<file path="config.mk">
export PLATFORM = sky130hd
export DESIGN_NAME = acc4_seq
export DESIGN_NICKNAME = d
export VERILOG_FILES = /design/src/rtl/acc_pkg.sv /design/src/rtl/acc4_seq_add_w.sv /design/src/rtl/acc4_seq.sv
export SDC_FILE = /design/constraint.sdc
export NUM_CORES = 1
export LEC_CHECK = 0
export BUFFER_PORTS_ARGS = -buffer_cell sky130_fd_sc_hd__buf_2
export CAP_MARGIN = 20
export CORE_ASPECT_RATIO = 1.25
export CORE_MARGIN = 1.5
export CORE_UTILIZATION = 25
export CTS_CLUSTER_DIAMETER = 150
export CTS_CLUSTER_SIZE = 25
export DETAILED_ROUTE_END_ITERATION = 8
export PLACE_DENSITY = 0.5
export SLEW_MARGIN = 20
export SYNTH_ARGS = -nofsm -noshare
export SYNTH_HDL_FRONTEND = slang
export SYNTH_SLANG_ARGS = --single-unit
</file>
<file path="constraint.sdc">
create_clock -name clk -period 3 [get_ports clk]
set_input_delay 0.45 -clock clk [delete_from_list [all_inputs] [get_ports clk]]
set_output_delay 0.45 -clock clk [all_outputs]
set_load 0.01 [all_outputs]
</file>
<file path="src/rtl/acc_pkg.sv">
// Shared definitions for the acc4_seq accumulator: default width, FSM state
// encodings and the mapping of a zero operand count onto a full run of eight.
package acc_pkg;

  localparam int W_DEF = 4;

  localparam int REM_W = 4;
  localparam logic [REM_W-1:0] COUNT_ZERO_VAL = 4'd8;

  typedef enum logic [1:0] {
    ST_IDLE = 2'd0,
    ST_ACC  = 2'd1,
    ST_DONE = 2'd2
  } state_e;

  function automatic logic [REM_W-1:0] map_count(input logic [2:0] cnt);
    if (cnt == 3'd0) begin
      return COUNT_ZERO_VAL;
    end
    return {1'b0, cnt};
  endfunction

endpackage

</file>
<file path="src/rtl/acc4_seq_add_w.sv">
// Purely combinational W-bit adder with carry-in and carry-out; the single
// arithmetic datapath element used by acc4_seq.
module add_w #(
  parameter int W = 4
) (
  input  logic [W-1:0] a,
  input  logic [W-1:0] b,
  input  logic         cin,
  output logic [W-1:0] sum,
  output logic         cout
);

  logic [W:0] full;

  assign full = {1'b0, a} + {1'b0, b} + {{W{1'b0}}, cin};
  assign sum  = full[W-1:0];
  assign cout = full[W];

endmodule

</file>
<file path="src/rtl/acc4_seq.sv">
// Counted operand accumulator with valid/ready in and out. Build option
// ACC4_SAT_EN makes a carrying beat saturate the accumulator instead of wrapping.
//
// state   | meaning
// --------+------------------------------------------------------------
// ST_IDLE | waiting for start; outputs show the last result (zero after reset)
// ST_ACC  | accepting operand beats until the remaining count is exhausted
// ST_DONE | result held on out_sum/out_ovf until the consumer takes it
module acc4_seq
  import acc_pkg::*;
#(
  parameter int W = W_DEF
) (
  input  logic         clk,
  input  logic         rst_n,
  input  logic         start,
  input  logic [2:0]   count,
  input  logic         in_valid,
  output logic         in_ready,
  input  logic [W-1:0] in_data,
  input  logic         in_cin,
  output logic         out_valid,
  input  logic         out_ready,
  output logic [W-1:0] out_sum,
  output logic         out_ovf
);

  state_e           state_q, state_d;
  logic [W-1:0]     acc_q, acc_d;
  logic             ovf_q, ovf_d;
  logic [REM_W-1:0] rem_q, rem_d;
  logic             in_ready_q, in_ready_d;
  logic             out_valid_q, out_valid_d;

  logic [W-1:0]     add_sum;
  logic             add_cout;
  logic             beat;

  add_w #(.W(W)) u_add (
    .a    (acc_q),
    .b    (in_data),
    .cin  (in_cin),
    .sum  (add_sum),
    .cout (add_cout)
  );

  // in_ready_q is high exactly in ST_ACC, so it doubles as the accept qualifier
  assign beat = in_valid && in_ready_q;

  always_comb begin
    state_d     = state_q;
    acc_d       = acc_q;
    ovf_d       = ovf_q;
    rem_d       = rem_q;
    in_ready_d  = in_ready_q;
    out_valid_d = out_valid_q;

    case (state_q)
      ST_IDLE: begin
        if (start) begin
          rem_d      = map_count(count);
          acc_d      = '0;
          ovf_d      = 1'b0;
          state_d    = ST_ACC;
          in_ready_d = 1'b1;
        end
      end

      ST_ACC: begin
        if (beat) begin
`ifdef ACC4_SAT_EN
          acc_d = add_cout ? {W{1'b1}} : add_sum;
`else
          acc_d = add_sum;
`endif
          ovf_d = ovf_q | add_cout;
          rem_d = rem_q - 4'd1;
          if (rem_q == 4'd1) begin
            state_d     = ST_DONE;
            in_ready_d  = 1'b0;
            out_valid_d = 1'b1;
          end
        end
      end

      ST_DONE: begin
        if (out_ready) begin
          state_d     = ST_IDLE;
          out_valid_d = 1'b0;
        end
      end

      default: begin
        state_d     = ST_IDLE;
        in_ready_d  = 1'b0;
        out_valid_d = 1'b0;
      end
    endcase
  end

  always_ff @(posedge clk) begin
    if (!rst_n) begin
      state_q     <= ST_IDLE;
      acc_q       <= '0;
      ovf_q       <= 1'b0;
      rem_q       <= '0;
      in_ready_q  <= 1'b0;
      out_valid_q <= 1'b0;
    end else begin
      state_q     <= state_d;
      acc_q       <= acc_d;
      ovf_q       <= ovf_d;
      rem_q       <= rem_d;
      in_ready_q  <= in_ready_d;
      out_valid_q <= out_valid_d;
    end
  end

  assign in_ready  = in_ready_q;
  assign out_valid = out_valid_q;
  assign out_sum   = acc_q;
  assign out_ovf   = ovf_q;

endmodule

</file>
# Word level (Yosys, flattened, before mapping)
# Index checks and enable logic that the tools add are counted.
[op_classes]
bitwise = 3
n_mux = 27
n_eq_ne = 7
n_addsub = 3
reduce_logical = 8
[op_table]
columns = ["op", "n"]
rows = [
  ["4-bit 2-to-1 mux", 6],
  ["4-bit case mux with 2 select lines", 2],
  ["4-bit AND reduction", 3],
  ["1-bit 2-to-1 mux", 11],
  ["2-bit 2-to-1 mux", 4],
  ["2-bit != test, second input constant", 4],
  ["1-bit case mux with 3 select lines", 2],
  ["2-bit case mux with 3 select lines", 1],
  ["4-bit by 4-bit adder with 5-bit output", 1],
  ["5-bit by 1-bit adder with 5-bit output", 1],
  ["4-bit by 1-bit equality test with 1-bit output, second input constant", 1],
  ["4-bit by 1-bit subtractor with 4-bit output, second input constant", 1],
  ["3-bit logical NOT", 1],
  ["3-bit AND reduction", 1],
  ["2-bit by 1-bit equality test with 1-bit output, second input constant", 1],
  ["2-bit equality test, second input constant", 1],
  ["2-bit logical NOT", 1],
  ["1-bit NOT", 2],
  ["1-bit case mux with 2 select lines", 1],
  ["2-bit nonzero test", 1],
  ["1-bit logical AND", 1],
  ["1-bit OR", 1],
]
[word_totals]
register_bits = 13
out_inout_bits = 7
word_cells = 54

# Depth between registers and ports, before layout
# Gate-level depths: netlist (run 1).
[depth]
ltp_word = 7
ltp_mapped = 7
mapped_depth_nobuf = 6

# Hierarchy
# Synthesis (run 1) repeated with hierarchy kept, for this count alone.
[unflattened]
hier_cells = 95
hier_area_um2 = 818.3
[modules_own_cells]
columns = ["module", "area_each_um2", "seq_area_each_um2", "cells_each", "instances"]
rows = [
  ["acc4_seq", 674.4, 260.2, 79, 1],
  ["add_w", 143.9, 0.0, 16, 1],
]

# Least setup slack after synthesis (run 1)
# OpenSTA, ideal clock, no wires.
[synth_timing]
path_type = "input to register"
startpoint = "input port in_data[0]"
endpoint = "register ovf_q, in the netlist out_ovf"
setup_slack_ns = 1.053
setup_ns = 0.138
stages = 6
t_arrival_ns = 1.809
required_time_ns = 2.862
path_cell_list = "fa_1 > fa_1 > a21o_1 > a21o_1 > a21oi_1 > a211oi_1"
[synth_via]
elab_chain_len = 5
[synth_lines]
columns = ["item", "line", "text"]
rows = [
  ["from (decl)", "acc4_seq.sv:20", "input logic [W-1:0] in_data,"],
  ["4-bit by 4-bit adder with 5-bit output", "acc4_seq_add_w.sv:15", "assign full = {1'b0, a} + {1'b0, b} + {{W{1'b0}}, cin};"],
  ["5-bit by 1-bit adder with 5-bit output", "acc4_seq_add_w.sv:15", ""],
  ["1-bit OR", "acc4_seq.sv:76", "ovf_d = ovf_q | add_cout;"],
  ["1-bit 2-to-1 mux", "acc4_seq.sv:70", "if (beat) begin"],
  ["1-bit case mux with 2 select lines", "acc4_seq.sv:58", "case (state_q)"],
  ["to (signal assigned)", "acc4_seq.sv:112", "ovf_q <= ovf_d;"],
  ["to (decl)", "acc4_seq.sv:30", "logic ovf_q, ovf_d;"],
]
# No other way between the ends. The select of a mux whose other input is x is not followed.
# A chain may end at the register's enable or synchronous reset.

# Worst setup path after layout (run 1)
[layout_timing]
startpoint = "register acc_q[0], in the netlist out_sum[0]"
endpoint = "register ovf_q, in the netlist out_ovf"
[layout_via]
elab_chain_len = 5
[layout_lines]
columns = ["item", "line", "text"]
rows = [
  ["from (decl)", "acc4_seq.sv:29", "logic [W-1:0] acc_q, acc_d;"],
  ["from (signal assigned)", "acc4_seq.sv:104", "acc_q <= '0;"],
  ["from (signal assigned)", "acc4_seq.sv:111", "acc_q <= acc_d;"],
  ["4-bit by 4-bit adder with 5-bit output", "acc4_seq_add_w.sv:15", ""],
  ["5-bit by 1-bit adder with 5-bit output", "acc4_seq_add_w.sv:15", ""],
  ["1-bit OR", "acc4_seq.sv:76", ""],
  ["1-bit 2-to-1 mux", "acc4_seq.sv:70", ""],
  ["1-bit case mux with 2 select lines", "acc4_seq.sv:58", ""],
]
# No other way between the ends. The select of a mux whose other input is x is not followed.

==> results of run 1 <==
-- flip-flops by register name (all words and copies together) (netlist names) --
name	cells
in_ready	1
out_ovf	1
out_sum	4
out_valid	1
rem_q	4
state_q	2
-- area by class of cell --
class | instances | area, sq um
Clock buffer | 4 | 26.28
Fill cell | 315 | 2039
Inverter | 5 | 18.77
Multi-Input combinational cell | 64 | 460.4
Sequential cell | 13 | 260.3
Tap cell | 36 | 45.04
Timing Repair Buffer | 19 | 95.09
-- cell usage after synthesis --
cell / n / area share
sky130_fd_sc_hd__a211oi_1: 1 / 0.0097
sky130_fd_sc_hd__inv_1: 5 / 0.024
sky130_fd_sc_hd__nor3b_1: 1 / 0.0097
sky130_fd_sc_hd__and4b_1: 1 / 0.013
sky130_fd_sc_hd__xor2_1: 1 / 0.011
sky130_fd_sc_hd__o221a_1: 1 / 0.014
sky130_fd_sc_hd__ha_1: 5 / 0.081
sky130_fd_sc_hd__o31ai_1: 1 / 0.0097
sky130_fd_sc_hd__or3_1: 1 / 0.0081
sky130_fd_sc_hd__o32a_1: 1 / 0.013
sky130_fd_sc_hd__a21oi_2: 3 / 0.034
sky130_fd_sc_hd__fa_1: 2 / 0.052
sky130_fd_sc_hd__nand3_1: 1 / 0.0064
sky130_fd_sc_hd__o21ai_0: 1 / 0.0064
sky130_fd_sc_hd__clkbuf_1: 2 / 0.0097
sky130_fd_sc_hd__a21oi_4: 1 / 0.021
sky130_fd_sc_hd__nand2_1: 8 / 0.039
sky130_fd_sc_hd__nor2_1: 10 / 0.048
sky130_fd_sc_hd__nand2b_1: 1 / 0.0081
sky130_fd_sc_hd__nand4_1: 3 / 0.024
sky130_fd_sc_hd__a21o_1: 3 / 0.029
sky130_fd_sc_hd__and4_1: 1 / 0.011
sky130_fd_sc_hd__dfxtp_1: 13 / 0.33
sky130_fd_sc_hd__o32ai_1: 1 / 0.011
sky130_fd_sc_hd__o211ai_1: 2 / 0.019
sky130_fd_sc_hd__buf_6: 2 / 0.029
sky130_fd_sc_hd__buf_4: 1 / 0.0097
sky130_fd_sc_hd__nor2b_1: 1 / 0.0081
sky130_fd_sc_hd__a2111oi_0: 1 / 0.011
sky130_fd_sc_hd__nor4_1: 1 / 0.0081
sky130_fd_sc_hd__a211o_1: 1 / 0.011
sky130_fd_sc_hd__a41oi_1: 1 / 0.011
sky130_fd_sc_hd__a21oi_1: 7 / 0.045
sky130_fd_sc_hd__nand3b_1: 1 / 0.0097
sky130_fd_sc_hd__a22oi_1: 1 / 0.0097
-- cells by family (layout without fill, tap and decap cells) --
group	count (synthesis)	count (layout)	synth area share
compound gates	26	26	0.2561
xor+xnor	1	1	0.01127
fa+ha+maj	7	7	0.1320
buf+inv	10	28	0.07247
flops	13	13	0.3349
simple gates	30	30	0.1933
-- worst max-delay path by stage --
stage	from	endpoint
2_1_floorplan	in_data[0]	out_ovf$_SDFFE_PN0P_
3_3_place_gp	in_data[0]	out_ovf$_SDFFE_PN0P_
3_5_place_dp	in_data[0]	out_ovf$_SDFFE_PN0P_
4_1_cts	out_sum[0]$_SDFFE_PN0P_	out_ovf$_SDFFE_PN0P_
5_1_grt	out_sum[0]$_SDFFE_PN0P_	out_ovf$_SDFFE_PN0P_
6_report	out_sum[0]$_SDFFE_PN0P_	out_ovf$_SDFFE_PN0P_
-- layer usage --
metal  part of all wire  track usage  wire, um  up-vias
met1               0.45       0.1334       764      330
met5                  0            0         0        -
li1                   -            -         -      352
met3              0.056      0.02727        95        4
met4              0.021      0.06731        36        0
met2               0.47       0.1828       797       17
-- critical path: stages, from the launching register on --
cell                       delay (ns)
sky130_fd_sc_hd__dfxtp_1         0.34
sky130_fd_sc_hd__fa_1            0.41
sky130_fd_sc_hd__fa_1            0.41
sky130_fd_sc_hd__a21o_1          0.19
sky130_fd_sc_hd__a21o_1          0.16
sky130_fd_sc_hd__a21oi_1         0.13
sky130_fd_sc_hd__a211oi_1        0.06
-- per-stage QoR --
stage               setup WS, ns  cell area [sq um]
floorplan                  1.053              777.0
global placement          0.9053              879.6
detailed placement        0.8839              879.6
CTS                        1.167              905.9
global route               1.078              905.9
finish                     1.184              905.9
-- power groups by stage --
stage	Sequential [uW]	Clock (uW)	Combinational [uW]
6_report	190	107	69.9
5_1_grt	191	122	81.2
4_1_cts	190	113	71.0
3_5_place_dp	194	0	70.7
3_3_place_gp	194	0	69.5
2_1_floorplan	191	0	53.0
==> reports/results.tsv, run 1 <==
metric	value	unit
fmaxAchievable	550.6	MHz
worst_skew_pair.late_latency	0.27	ns
synth.yosys.seq_area_share	0.3349	
drt_first_iter_violations	8	
fp.coreArea	2945	sq um
first_pass_iters	4	
report.power.total	367.3	uW
setup_clock_skew_after_layout	0.001880	ns
final_max_tran_viols	0	
remaining_drc_errors	0	
worst-setup-path-type	flip-flop to flip-flop	
timing_worst_slew_pin_value	0.5029	ns
cts-buffers-inserted	3	
route.vias.total	703	
gpl.final_weighted_congestion	0.7213	
pwr_density_cell	405.5	nW/um^2
clock_pin_transition_on_the_worst_setup_and_hold_timing_paths	0.08	ns
holdBufCountCts	0	
via_count_of_the_first_global_routing_pass	692	
placementRows	22	
layout.cells.most_common_list	sky130_fd_sc_hd__buf_2, sky130_fd_sc_hd__dfxtp_1, sky130_fd_sc_hd__nor2_1	
clock-sinks	13	
wl_per_cell	12.01	um
ant_nets	0	
synthCells	87	
routed_via_density	4.986	
width_of_the_die	52.87	um
internal_power	263.5	uW
postCtsResizedCells	0	
timing.final.crit_share	0.6053	
power.ir.vdd_worst	0.2770	mV
syn_area_cell	8.931	sq um
reg2reg_to	out_ovf$_SDFFE_PN0P_	
floorplan.initialDensity	0.2638	
critical_path_peak_fanout	3	
antenna_found_initial	0	
portBuffers	19	
r2r_cells	6	
report.final.hold_viol_count	0	
rrSetupSlack	1.18	ns
timing.final.crit_period	1.816	ns
comb_power_share	0.190	
antenna_cells_inserted	0	
worst_hold_path_type	primary input to flip-flop	
synth_nets	107	
min_to	out_ovf$_SDFFE_PN0P_	
critical_path.endpoint_type	flip-flop	
grt_first_pass_wirelength	2925	um
drv.max_cap_violation_count	0	
dp_hpwl	1321	um
postLayoutCoreUtil	0.3076	
worst_ep_required_time	3.15	ns
cts_root_buf	sky130_fd_sc_hd__clkbuf_4	
clock_tree.buffer_depth	2	
drive_gt1_frac	0.2476	
dpl.cell_count	137	
outcome	complete, no violations	
drt-total-wl	1693	um
tritoncts	yes	
share_clk_of_total_power	0.293	
r2r_start	out_sum[0]$_SDFFE_PN0P_	
clock_tree.htree_level_count	1	
worst_hold_slack	0.4315	ns
relSlewSlack	0.6640	
synth_seq_cells	13	
worst_hold_path.num_cells	2	
dieArea	3454	sq um
p_seq_frac	0.517	
min-delay-start	start	
number_of_unique_standard_cell_types_used_by_synthesis	35	
synth_warnings	0	
globalRouteOverflowTotal	0	
net-switching-power	103.8	uW
p_leak	0.0003949	uW
final_cells	141	
commonest_non_fill_non_tap_cell_in_the_layout	sky130_fd_sc_hd__buf_2	
area_growth_syn_to_layout	16.59	%
cp-start-kind	flip-flop	
totalNegativeSetupSlack	0	ns
grt_max_degree	13	
post-cts-setup-buffer-count	0	
power.share.switching	0.2826	
grt_setup_unrepaired	false	
finish.net_count	126	
design.portCount	20	
final-setup-viol-count	0	
netlist_area	777.0	sq um
grt_use_total	0.1135	
worst_path_arrival	1.96	ns
die_h	65.33	um
Power figures use the tool's default switching activity.
==> run 2, diff against run 1 <==
--- a/config.mk
+++ b/config.mk
@@ -13,7 +13,7 @@
 export CTS_CLUSTER_DIAMETER = 150
 export CTS_CLUSTER_SIZE = 25
 export DETAILED_ROUTE_END_ITERATION = 8
-export PLACE_DENSITY = 0.5
+export PLACE_DENSITY = 0.51
 export SLEW_MARGIN = 20
 export SYNTH_ARGS = -nofsm -noshare
 export SYNTH_HDL_FRONTEND = slang
==> constraint.sdc (replaced) <==
create_clock -name clk -period 1.6 [get_ports clk]
set_input_delay 0.24 -clock clk [delete_from_list [all_inputs] [get_ports clk]]
set_output_delay 0.24 -clock clk [all_outputs]
set_load 0.01 [all_outputs]
==> run 2 against run 1 <==
- the run now ends with negative setup slack left
- via count rose by 0.85%
- critical path depth unchanged
- combinational power is 110% higher
- largest cell class unchanged
==> reports/results.tsv, run 2 (same netlist as run 1, synthesis figures left out) <==
metric	value	unit	change
final_cell_area	960.9	sq um	was 905.9 sq um
power.ir.vdd_worst	0.3872	mV	was 0.2770 mV
family_with_the_most_delay_on_the_worst_path	adder cells		unchanged
fmaxAchievable	595.9	MHz	was 550.6 MHz
placementRows	22		unchanged
wl_per_cell	11.86	um	was 12.01 um
fp.coreArea	2945	sq um	unchanged
cp_slowest_stage_delay	0.35	ns	was 0.41 ns
drt-total-wl	1744	um	was 1693 um
share_clk_of_total_power	0.292		was 0.293
p_seq_frac	0.502		was 0.517
clock-sinks	13		unchanged
clock_pin_transition_on_the_worst_setup_and_hold_timing_paths	0.08	ns	about the same
timing.final.crit_share	1.049		was 0.6053
area_growth_syn_to_layout	23.67	%	was 16.59%
grt_max_degree	13		unchanged
final-setup-viol-count	1		was 0
post_layout_worst_setup_margin	-0.07806	ns	was 1.184 ns
worst_hold_path_type	primary input to flip-flop		unchanged
final_max_tran_viols	0		unchanged
worst_skew_pair.late_latency	0.27	ns	about the same
die_h	65.33	um	unchanged
critical_path.endpoint_type	flip-flop		unchanged
dieArea	3454	sq um	unchanged
cts_root_buf	sky130_fd_sc_hd__clkbuf_4		unchanged
antenna_found_initial	0		unchanged
clock_tree.htree_level_count	1		unchanged
drt_first_iter_violations	10		was 8
clock_tree.buffer_depth	2		unchanged
floorplan.initialDensity	0.2638		unchanged
holdBufCountCts	0		unchanged
drive_gt1_frac	0.3243		was 0.2476
worst-setup-path-type	flip-flop to flip-flop		unchanged
path_cells	fa_2, fa_2, a21o_1, a21o_1, a21oi_2, a211oi_1		was fa_1, fa_1, a21o_1, a21o_1, a21oi_1, a211oi_1
net-switching-power	201.5	uW	was 103.8 uW
slowest_stage	sky130_fd_sc_hd__fa_2		was sky130_fd_sc_hd__fa_1
power.share.switching	0.2863		was 0.2826
dp_hpwl	1385	um	was 1321 um
grt_setup_unrepaired	true		was false
p_leak	0.0004249	uW	was 0.0003949 uW
timing.final.crit_period	1.678	ns	was 1.816 ns
finish.net_count	132		was 126
report.final.hold_viol_count	0		unchanged
portBuffers	19		unchanged
worst_ep_required_time	1.75	ns	was 3.15 ns
worst_path_arrival	1.83	ns	was 1.96 ns
globalRouteOverflowTotal	0		unchanged
gpl.final_weighted_congestion	0.7553		was 0.7213
remaining_drc_errors	0		unchanged
timing_worst_slew_pin_value	0.4259	ns	was 0.5029 ns
ant_nets	0		unchanged
outcome	complete, but fails checks		was complete, no violations
cp-start-kind	flip-flop		unchanged
critical_path_peak_fanout	2		was 3
critPathBufInv	0		unchanged
width_of_the_die	52.87	um	unchanged
setup_clock_skew_after_layout	0.0008338	ns	was 0.001880 ns
route.vias.total	709		was 703
internal_power	502.3	uW	was 263.5 uW
via_count_of_the_first_global_routing_pass	696		was 692
totalNegativeSetupSlack	-0.07806	ns	was 0 ns
placed_instance_area	929.6	sq um	was 879.6 sq um
failing_checks	negative setup slack		
first_pass_iters	4		unchanged
drv.max_cap_violation_count	0		unchanged
design.portCount	20		unchanged
grt_first_pass_wirelength	2987	um	was 2925 um
cts-buffers-inserted	3		unchanged
routed_via_density	4.823		was 4.986
comb_power_share	0.206		was 0.190
tritoncts	yes		unchanged
relSlewSlack	0.7158		was 0.6640
n_fill_cell	316		was 315
post-cts-setup-buffer-count	0		unchanged
layout.cells.most_common_list	sky130_fd_sc_hd__buf_2, sky130_fd_sc_hd__dfxtp_1, sky130_fd_sc_hd__nor2_1		unchanged
pwr_density_cell	732.4	nW/um^2	was 405.5 nW/um^2
antenna_cells_inserted	0		unchanged
grt_use_total	0.1168		was 0.1135
postLayoutCoreUtil	0.3263		was 0.3076
commonest_non_fill_non_tap_cell_in_the_layout	sky130_fd_sc_hd__buf_2		unchanged
[run 2: cell types whose count changed in the layout (fill, tap and decap cells not counted)]
cell,before,now
sky130_fd_sc_hd__dfxtp_2,0,1
sky130_fd_sc_hd__dfxtp_1,13,12
sky130_fd_sc_hd__a21oi_1,7,6
sky130_fd_sc_hd__buf_4,0,6
sky130_fd_sc_hd__fa_1,2,0
sky130_fd_sc_hd__fa_2,0,2
sky130_fd_sc_hd__a21oi_2,3,4
[run 2: worst min-delay path: stages]
cell	delay, ns
sky130_fd_sc_hd__buf_2	0.08
sky130_fd_sc_hd__nor2_1	0.04
sky130_fd_sc_hd__nand2_1	0.05
sky130_fd_sc_hd__a21oi_1	0.05
[run 2: final cells by class]
type / count / area [sq um] / area share
multi-input combinational: 64 / 469.2 / 0.4883
sequential: 13 / 261.5 / 0.2721
timing repair buffer: 25 / 140.1 / 0.1458
tap: 36 / 45.04 / 0.04687
clock buffer: 4 / 26.28 / 0.02734
inverter: 5 / 18.77 / 0.01953
[run 2: power groups by stage]
stage	registers (uW)	clock network, uW	logic (uW)
floorplan	358	0	100
global placement	360	0	143
detailed placement	361	0	146
CTS	353	220	147
global route	356	234	167
finish	353	206	145
[run 2: path summary, 6_finish.rpt]
kind,start,to,slack (ns),cells after the start
worst min-delay path,out_ready,state_q[1]$_SDFFE_PN0P_,0.23,4
worst max-delay path,out_sum[0]$_SDFFE_PN0P_,out_ovf$_SDFFE_PN0P_,-0.08,6
worst min register to register,rem_q[3]$_SDFFE_PN0P_,rem_q[3]$_SDFFE_PN0P_,0.48,2
worst max register to register,out_sum[0]$_SDFFE_PN0P_,out_ovf$_SDFFE_PN0P_,-0.08,6
[run 2: per-layer routing]
layer  track usage  part of all wire
met3       0.02727             0.040
met2        0.1953              0.48
met4       0.05769             0.018
met1        0.1364              0.47
met5             0                 0
[run 2: per-stage QoR]
stage | power, uW | hold WS, ns | cells | worst slack (ns)
3_3_place_gp | 503.4 | 0.4624 | 143 | -0.1571
3_5_place_dp | 507.1 | 0.4689 | 143 | -0.1828
5_1_grt | 757.2 | 0.2441 | 147 | -0.1350
6_report | 703.8 | 0.2302 | 147 | -0.07806
2_1_floorplan | 457.8 | 0.3366 | 87 | -0.09383
4_1_cts | 720.4 | 0.2204 | 147 | -0.08837
[run 2: timing repair]
item                                   in CTS  in global routing
pin swaps                                   0                  2
setup endpoints to repair                   2                  2
gates resized for setup                     1                  1
endpoints found under the hold margin       0                  0
==> run 3, diff against run 2 <==
--- a/config.mk
+++ b/config.mk
@@ -17,4 +17,5 @@
 export SLEW_MARGIN = 20
 export SYNTH_ARGS = -nofsm -noshare
 export SYNTH_HDL_FRONTEND = slang
+export SYNTH_HIERARCHICAL = 1
 export SYNTH_SLANG_ARGS = --single-unit
==> run 3 against run 2 <==
- the flow now finishes without violations
- clock skew increased by 0.0011 ns
- clock power increased by 42%
- global-route usage decreased by 1.3 points
- setup slack improved by 0.19 ns
- final area increased by 3.5%
- total power increased by 17%
- register-to-register slack improved by 0.19 ns
==> reports/results.tsv, run 3 <==
metric	value	unit	change
floorplan.initialDensity	0.2585		was 0.2638
r2r_start	out_sum[0]$_SDFFE_PN0P_		unchanged
comb_power_share	0.199		was 0.206
drv.max_cap_violation_count	0		unchanged
antenna_found_initial	0		unchanged
ant_nets	0		unchanged
critical_path_peak_fanout	2		unchanged
wl_per_cell	11.44	um	was 11.86 um
gpl.final_weighted_congestion	0.7708		was 0.7553
routed_via_density	4.634		was 4.823
r2r_cells	6		unchanged
ys_top_cells_by_count	sky130_fd_sc_hd__dfxtp_1, sky130_fd_sc_hd__nand2_1, sky130_fd_sc_hd__nor2_1, sky130_fd_sc_hd__o21ai_0, sky130_fd_sc_hd__inv_1		was sky130_fd_sc_hd__dfxtp_1, sky130_fd_sc_hd__nor2_1, sky130_fd_sc_hd__nand2_1
dp_hpwl	1322	um	was 1385 um
placementRows	23		was 22
die_h	66.97	um	was 65.33 um
share_clk_of_total_power	0.356		was 0.292
post_synth_edffs	0		unchanged
area_growth_syn_to_layout	21.56	%	was 23.67%
yosys_most_used_dff	sky130_fd_sc_hd__dfxtp_1		unchanged
final_cell_area	994.7	sq um	was 960.9 sq um
worst_path_arrival	1.66	ns	was 1.83 ns
design.portCount	20		unchanged
placed_instance_area	943.4	sq um	was 929.6 sq um
clock_tree.htree_level_count	1		unchanged
final-setup-viol-count	0		was 1
min_to	state_q[1]$_SDFFE_PN0P_		unchanged
internal_power	596.8	uW	was 502.3 uW
globalRouteOverflowTotal	0		unchanged
syn_area_cell	8.614	sq um	was 8.931 sq um
synthCells	95		was 87
worst_skew_pair.late_latency	0.24	ns	was 0.27 ns
clock_tree.buffer_depth	2		unchanged
grt_first_pass_wirelength	2856	um	was 2987 um
area_of_the_multi_input_gates	505.5	sq um	was 469.2 sq um
grt_setup_unrepaired	false		was true
yosysMostFrequentCell	sky130_fd_sc_hd__dfxtp_1		unchanged
clock_pin_transition_on_the_worst_setup_and_hold_timing_paths	0.06	ns	was 0.08 ns
timing_worst_slew_pin_value	0.3410	ns	was 0.4259 ns
outcome	complete, no violations		was complete, but fails checks
area.sequential	261.5	sq um	unchanged
antenna_cells_inserted	0		unchanged
cts-buffers-inserted	3		unchanged
width_of_the_die	54.17	um	was 52.87 um
synth_seq_cells	13		unchanged
synth_nets	115		was 107
synth_warnings	6		was 0
power.share.switching	0.2727		was 0.2863
worst_hold_slack	0.3071	ns	was 0.2302 ns
final_max_tran_viols	0		unchanged
setup_clock_skew_after_layout	0.001928	ns	was 0.0008338 ns
grt_max_degree	14		was 13
fmaxAchievable	673.7	MHz	was 595.9 MHz
timing.final.crit_period	1.484	ns	was 1.678 ns
synth_top_cell_by_area	sky130_fd_sc_hd__dfxtp_1		unchanged
layout.cells.most_common_list	sky130_fd_sc_hd__buf_2, sky130_fd_sc_hd__dfxtp_1, sky130_fd_sc_hd__nor2_1, sky130_fd_sc_hd__nand2_1, sky130_fd_sc_hd__o21ai_0		was sky130_fd_sc_hd__buf_2, sky130_fd_sc_hd__dfxtp_1, sky130_fd_sc_hd__nor2_1
drt-total-wl	1750	um	was 1744 um
min-delay-start	out_ready		unchanged
report.final.hold_viol_count	0		unchanged
cp-start-kind	flip-flop		unchanged
p_seq_frac	0.445		was 0.502
worst_hold_path.num_cells	4		unchanged
net-switching-power	223.7	uW	was 201.5 uW
via_count_of_the_first_global_routing_pass	670		was 696
rrSetupSlack	0.12	ns	was -0.08 ns
synth.yosys.seq_area_share	0.3180		was 0.3349
dieArea	3627	sq um	was 3454 sq um
reg2reg_to	out_sum[1]$_SDFFE_PN0P_		was out_ovf$_SDFFE_PN0P_
finish.net_count	137		was 132
fp.coreArea	3166	sq um	was 2945 sq um
route.vias.total	709		unchanged
relSlewSlack	0.7724		was 0.7158
cts_root_buf	sky130_fd_sc_hd__clkbuf_8		was sky130_fd_sc_hd__clkbuf_4
tritoncts	yes		unchanged
worst-setup-path-type	flip-flop to flip-flop		unchanged
n_fill_cell	358		was 316
clock-sinks	13		unchanged
p_leak	0.0004486	uW	was 0.0004249 uW
timing.final.crit_share	0.9277		was 1.049
number_of_unique_standard_cell_types_used_by_synthesis	31		was 35
drt_first_iter_violations	7		was 10
critical_path.endpoint_type	flip-flop		unchanged
post-cts-setup-buffer-count	0		unchanged
worst_hold_path_type	primary input to flip-flop		unchanged
remaining_drc_errors	0		unchanged
worst_ep_required_time	1.78	ns	was 1.75 ns
synthDominantCellAreaShare	0.3180		was 0.3349
power.ir.vdd_worst	0.3813	mV	was 0.3872 mV
drive_gt1_frac	0.2759		was 0.3243
synth_async_sr_flop_share	0		unchanged
portBuffers	19		unchanged
first_pass_iters	5		was 4
grt_use_total	0.1043		was 0.1168
leading_cell_types_by_total_area_after_synthesis	sky130_fd_sc_hd__dfxtp_1, sky130_fd_sc_hd__ha_1, sky130_fd_sc_hd__fa_1		unchanged
pwr_density_cell	824.9	nW/um^2	was 732.4 nW/um^2
commonest_non_fill_non_tap_cell_in_the_layout	sky130_fd_sc_hd__buf_2		unchanged
netlist_area	818.3	sq um	was 777.0 sq um
-- run 3: cell count changes in the layout (fill, tap and decap cells not counted), sizes merged, moves of 3 or more --
cell    delta
buf        -4
nand2b     +3
a21boi     +3
nand4      -3
o21ai      +7
a21oi      -4
nor2b      +5
a22oi      +3
-- run 3: metal layers --
| layer | vias up | track usage | routed length [um] |
|---|---|---|---|
| met5 | - | 0 | 0 |
| met4 | 0 | 0.01875 | 0 |
| met3 | 0 | 0.02691 | 76 |
| met2 | 12 | 0.1732 | 857 |
| met1 | 334 | 0.1341 | 817 |
| li1 | 363 | - | - |
-- run 3: worst max-delay path, stage by stage (launching register included) --
cell	delay (ns)
sky130_fd_sc_hd__dfxtp_2	0.32
sky130_fd_sc_hd__fa_2	0.35
sky130_fd_sc_hd__inv_2	0.07
sky130_fd_sc_hd__fa_2	0.42
sky130_fd_sc_hd__inv_1	0.06
sky130_fd_sc_hd__a22oi_1	0.07
sky130_fd_sc_hd__nor2b_1	0.13
-- run 3: worst max path at each step --
stage	cells after the start	startpoint	to	slack, ns
after floorplan	8	out_sum[0]$_SDFFE_PN0P_	out_ovf$_SDFFE_PN0P_	0.05
after global placement	9	in_data[0]	out_ovf$_SDFFE_PN0P_	0.03
after detailed placement	9	in_data[0]	out_ovf$_SDFFE_PN0P_	-0.01
after CTS	8	out_sum[0]$_SDFFE_PN0P_	out_ovf$_SDFFE_PN0P_	0.04
after global routing	8	out_sum[0]$_SDFFE_PN0P_	out_ovf$_SDFFE_PN0P_	0.01
final	6	out_sum[0]$_SDFFE_PN0P_	out_sum[1]$_SDFFE_PN0P_	0.12
-- run 3: power by group through the flow --
stage               Sequential (uW)  Combinational (uW)  Clock [uW]
floorplan                       365                 118           0
detailed placement              372                 162           0
CTS                             365                 164         304
global placement                371                 160           0
finish                          365                 163         292
global route                    369                 182         314
-- run 3: cell type report --
cell class                 instances  area share
inverter                           7     0.02642
multi-input combinational         71      0.5082
tap                               37     0.04654
timing repair buffer              21      0.1107
clock buffer                       4     0.04528
sequential                        13      0.2629
-- run 3: metrics by stage --
step / instances / TNS [ns] / utilization / power (uW) / worst slack, ns
3_3_place_gp: 149 / 0 / 0.2980 / 531.3 / 0.02921
3_5_place_dp: 149 / -0.01214 / 0.2980 / 533.8 / -0.01214
2_1_floorplan: 95 / 0 / - / 483.2 / 0.05246
5_1_grt: 153 / 0 / 0.3142 / 865.8 / 0.01308
6_report: 153 / 0 / 0.3142 / 820.5 / 0.1157
4_1_cts: 153 / 0 / 0.3138 / 832.8 / 0.04359
-- run 3: timing repair --
item	in CTS	in global routing
pin swaps	0	2
hold buffers	0	0
resized for setup	2	3
setup endpoints to repair	1	2
-- run 3: cell families after synthesis --
family,synth area share
XOR/XNOR,0.02141
buffers and inverters,0.07033
multiplexers,0.01376
AO/OA/AOI/OAI,0.2416
flip-flops,0.3180
AND/OR/NAND/NOR,0.2095
adder cells (fa/ha/maj),0.1254
